## src/rtl/serial_subtractor.sv

```systemverilog
// Bit-serial two's-complement subtractor (A - B), LSB first, one full-subtractor cell reused over WIDTH cycles.
// Handshake: start accepted only in IDLE; done pulses one cycle with diff/bout/zero valid; results held until next completion.
module serial_subtractor #(
  parameter int WIDTH = 4
) (
  input  logic             clk,
  input  logic             rst,
  input  logic             start,
  input  logic [WIDTH-1:0] a,
  input  logic [WIDTH-1:0] b,
  output logic             busy,
  output logic             done,
  output logic [WIDTH-1:0] diff,
  output logic             bout,
  output logic             zero
);

  localparam int CW = (WIDTH > 1) ? $clog2(WIDTH) : 1;

  typedef enum logic [1:0] {
    IDLE  = 2'd0,
    SHIFT = 2'd1,
    DONE  = 2'd2
  } state_t;

  state_t           state_q;
  logic [WIDTH-1:0] a_q, b_q, dsr_q;
  logic             br_q;
  logic [CW-1:0]    cnt_q;
  logic [WIDTH-1:0] diff_q;
  logic             bout_q, zero_q;

  logic             d_bit, br_d;
  logic [WIDTH-1:0] dsr_d;

  // Full-subtractor cell on the current LSBs.
  always_comb begin
    d_bit = a_q[0] ^ b_q[0] ^ br_q;
    br_d  = (~a_q[0] & b_q[0]) | (~(a_q[0] ^ b_q[0]) & br_q);
    dsr_d = {d_bit, dsr_q[WIDTH-1:1]};
  end

  always_ff @(posedge clk) begin
    if (rst) begin
      state_q <= IDLE;
      a_q     <= '0;
      b_q     <= '0;
      dsr_q   <= '0;
      br_q    <= 1'b0;
      cnt_q   <= '0;
      diff_q  <= '0;
      bout_q  <= 1'b0;
      zero_q  <= 1'b0;
    end else begin
      case (state_q)
        IDLE: begin
          if (start) begin
            a_q     <= a;
            b_q     <= b;
            dsr_q   <= '0;
            br_q    <= 1'b0;
            cnt_q   <= '0;
            state_q <= SHIFT;
          end
        end
        SHIFT: begin
          a_q   <= {1'b0, a_q[WIDTH-1:1]};
          b_q   <= {1'b0, b_q[WIDTH-1:1]};
          dsr_q <= dsr_d;
          br_q  <= br_d;
          cnt_q <= cnt_q + 1'b1;
          if (cnt_q == CW'(WIDTH - 1)) begin
            // Final bit: publish the complete result alongside the DONE transition.
            diff_q  <= dsr_d;
            bout_q  <= br_d;
            zero_q  <= (dsr_d == '0);
            state_q <= DONE;
          end
        end
        DONE:    state_q <= IDLE;
        default: state_q <= IDLE;
      endcase
    end
  end

  assign busy = (state_q != IDLE);
  assign done = (state_q == DONE);
  assign diff = diff_q;
  assign bout = bout_q;
  assign zero = zero_q;

endmodule

```

## config.mk

```make
export PLATFORM = sky130hd
export DESIGN_NAME = serial_subtractor
export DESIGN_NICKNAME = d
export VERILOG_FILES = /design/src/rtl/serial_subtractor.sv
export SDC_FILE = /design/constraint.sdc
export NUM_CORES = 1
export LEC_CHECK = 0
export ABC_CLOCK_PERIOD_IN_PS = 2410
export CAP_MARGIN = 20
export CORE_MARGIN = 2
export CORE_UTILIZATION = 30
export DETAILED_ROUTE_END_ITERATION = 6
export PLACE_DENSITY_LB_ADDON = 0.12
export RECOVER_POWER = 100
export SYNTH_ARGS = -nofsm -noshare
export SYNTH_HDL_FRONTEND = slang
export SYNTH_SLANG_ARGS = --single-unit
```

## constraint.sdc

```tcl
create_clock -name clk -period 2.41 [get_ports clk]
set_input_delay 0.6025 -clock clk [delete_from_list [all_inputs] [get_ports clk]]
set_output_delay 0.6025 -clock clk [all_outputs]
set_load 0.1 [all_outputs]
```

==> reports/results.txt <==
WP buf/inv = 1
syn nets = 109
Stages on worst setup path = 2
Sequential Power Share = 50.3%
total gr overflow = 0
Reg clk slew, reported paths = 130 ps
GRT Overall Usage = 12.0%
first-pass GRT wire length = 3200 µm
Switching Power = 0.000185 W
core footprint = 0.00305 mm²
Synth Cell Area = 958 µm²
switching part of the total = 23.7%
Final GP Congestion = 0.694
Longest Clk Path Bufs = 2
post-DP HPWL = 1250 µm
Syn-to-layout area delta = 22.3%
critical path's largest stage delay = 570 ps
remaining antenna violation count = 0
TritonCTS buffer count = 3
Finish-stage setup viols = 0
Layout Skew = 0.690 ps
Startpoint Class = flop
final instance area = 0.00117 mm²
R2R Path Start = b_q[0]$_SDFFE_PP0P_
Static Leak = 0.522 nW
Async S/R FF share, synth = 0%
placed cell areas = 0.00116 mm²
Power Density = 666 mW/mm²
maximum VDD drop = 0.000211 V
Non-Filler Instances = 158
IO buf count = 18
share of cells above drive strength 1 = 18.4%
Synth Warn # = 0
critical path's slowest cell = dfxtp_1
Via density = 4.56
Max-Cap Viols = 0
fin nets = 128
# rows = 20
crit path capture = done
sequential area share after synthesis = 46.0%
Initial Util = 31.4%
crit-path cells = and2b_2 -> buf_2
initial antenna violation count = 0
multi-input logic area = 428 µm²
io pins = 19
Final Cycle Share = 87.4%
Final Hold Viols = 0
Worst Path Required = 1810 ps
Final Max Slew Viols = 0
Worst Hold Class = flop to flop
fin crit period = 2110 ps
Crit Path Category = flop to output port
max-slew headroom at the worst pin = 33.3%
status = finished, final reports clean
R2R setup slack = 770 ps
via count = 721
clock root cell = clkbuf_4
post-route setup TNS = 0 ps
DRC Markers = 0
router iterations before antenna repair = 4
placed cells = 154
die height = 60.5 µm
fillers = 332
post-CTS setup buffer count = 0
routed wire length = 1830 µm
Horiz. Die Dim = 60.5 µm
actual slew at the worst max-slew pin = 1000 ps
Setup crit start = state_q[1]$_SDFFE_PP0P_
# diodes = 0
final core occ = 38.4%
Logic pwr share = 12.8%
worst skew pair latency = 320 ps
hold_buf cts = 0
Hold Path Depth = 2
Reg2Reg Depth = 5
reg2reg end = zero$_SDFFE_PP0P_
vias in the first global route = 710
Die Area = 0.00366 mm²
First DRT Iteration DRCs = 27
CTS sink cnt = 22
Post-CTS Resized = 0
H-Tree Depth = 1
synth unique cells = 25
Internal = 0.000595 W
syn avg cell area = 9.98 µm²
routed length per placed instance = 11.6 µm
Primary FF master, synth = dfxtp_1
Register Area = 440 µm²
setup repair after global routing missed its margin = false
Worst Path Max Fanout = 10
Clock power frac = 37.0%
FMAX = 0.475 GHz
CP top delay family = flip-flops
crit path DAT = 1500 ps
Synth Instances = 96
number of synthesized flops with an enable pin = 0
TritonCTS clock tree = yes
largest net degree at the start of global routing = 23
CP endpoint kind = output port
Yosys reg bits = 22
[layout by cell type, fill, tap and decap left out, drive strengths merged, types with 2 or more instances in the layout]
master / synthesis / layout
clkbuf: 1 / 10
buf: 4 / 2
o221a: 5 / 5
inv: 10 / 10
a21oi: 7 / 7
nand2: 2 / 2
mux2i: 6 / 6
nor2: 20 / 20
dfxtp: 22 / 22
clkdlybuf4s50: 0 / 9
a22oi: 7 / 7
[how the worst min path moves through the flow]
stage | startpoint | end | slack, ps
after detailed placement | zero$_SDFFE_PP0P_ | zero$_SDFFE_PP0P_ | 460
after CTS | zero$_SDFFE_PP0P_ | zero$_SDFFE_PP0P_ | 480
after global placement | zero$_SDFFE_PP0P_ | zero$_SDFFE_PP0P_ | 450
after floorplan | br_q$_SDFFE_PP0P_ | br_q$_SDFFE_PP0P_ | 470
final | zero$_SDFFE_PP0P_ | zero$_SDFFE_PP0P_ | 470
after global routing | zero$_SDFFE_PP0P_ | zero$_SDFFE_PP0P_ | 510
[cell type report]
type	count	area share, %
sequential	22	37.6
multi-input combinational	59	36.5
timing repair buffer	19	13.6
tap	44	4.70
inverter	10	3.20
clock inverter	1	2.56
clock buffer	3	1.92
[worst reg2reg max path: stages, from the launching register on]
cell and delay, ps:
dfxtp_1 370, inv_1 60, fa_1 530, nor4_1 370
nand3_2 110, a21oi_2 130
[flip-flops by register name, summed over array words and instances (netlist names)]
register,count
zero,1
state_q,2
cnt_q,2
dsr_q,3
diff,4
br_q,1
a_q,4
bout,1
b_q,4
[Yosys cell counts, types with 2 or more instances]
master	number	area, µm²
dfxtp_1	22	440
buf_6	3	33.8
a21oi_2	4	35.0
o221a_1	3	33.8
o221a_2	2	22.5
nand2_1	2	7.51
a21oi_1	3	15.0
inv_1	10	37.5
a22oi_1	7	52.6
mux2i_1	6	60.1
nor2_1	20	75.1
[per-layer routing]
metal / vias to the layer above / share of wire [%] / GRT usage, % / wire length [µm]
li1: 367 / - / - / -
met1: 335 / 48 / 14.5 / 881
met2: 14 / 43 / 19.3 / 795
met3: 5 / 5.8 / 3.41 / 106
met4: 0 / 2.5 / 6.52 / 46
met5: - / 0 / 0 / 0
[cells by family after synthesis]
| kind of cell | count (synthesis) | synth area share (%) |
|---|---|---|
| simple gates | 28 | 15.5 |
| compound gates | 23 | 20.2 |
| flops | 22 | 46.0 |
| buf+inv | 15 | 8.62 |
| mux | 6 | 6.27 |
| fa+ha+maj | 2 | 3.39 |
[per-stage QoR]
step                power, W  setup WS (ps)  hold slack [ps]
floorplan           0.000470            738              465
global placement    0.000504            556              452
detailed placement  0.000504            558              462
CTS                 0.000793            433              482
global route        0.000817            200              508
finish              0.000781            303              475
[power groups by stage]
stage,registers (W),logic (W),clock network (W)
6_report,0.000393,0.0000996,0.000288
2_1_floorplan,0.000396,0.0000744,0
3_3_place_gp,0.000401,0.000103,0
3_5_place_dp,0.000401,0.000103,0
4_1_cts,0.000393,0.000104,0.000296
5_1_grt,0.000396,0.000111,0.000310
(Power assumes the default switching activity.)
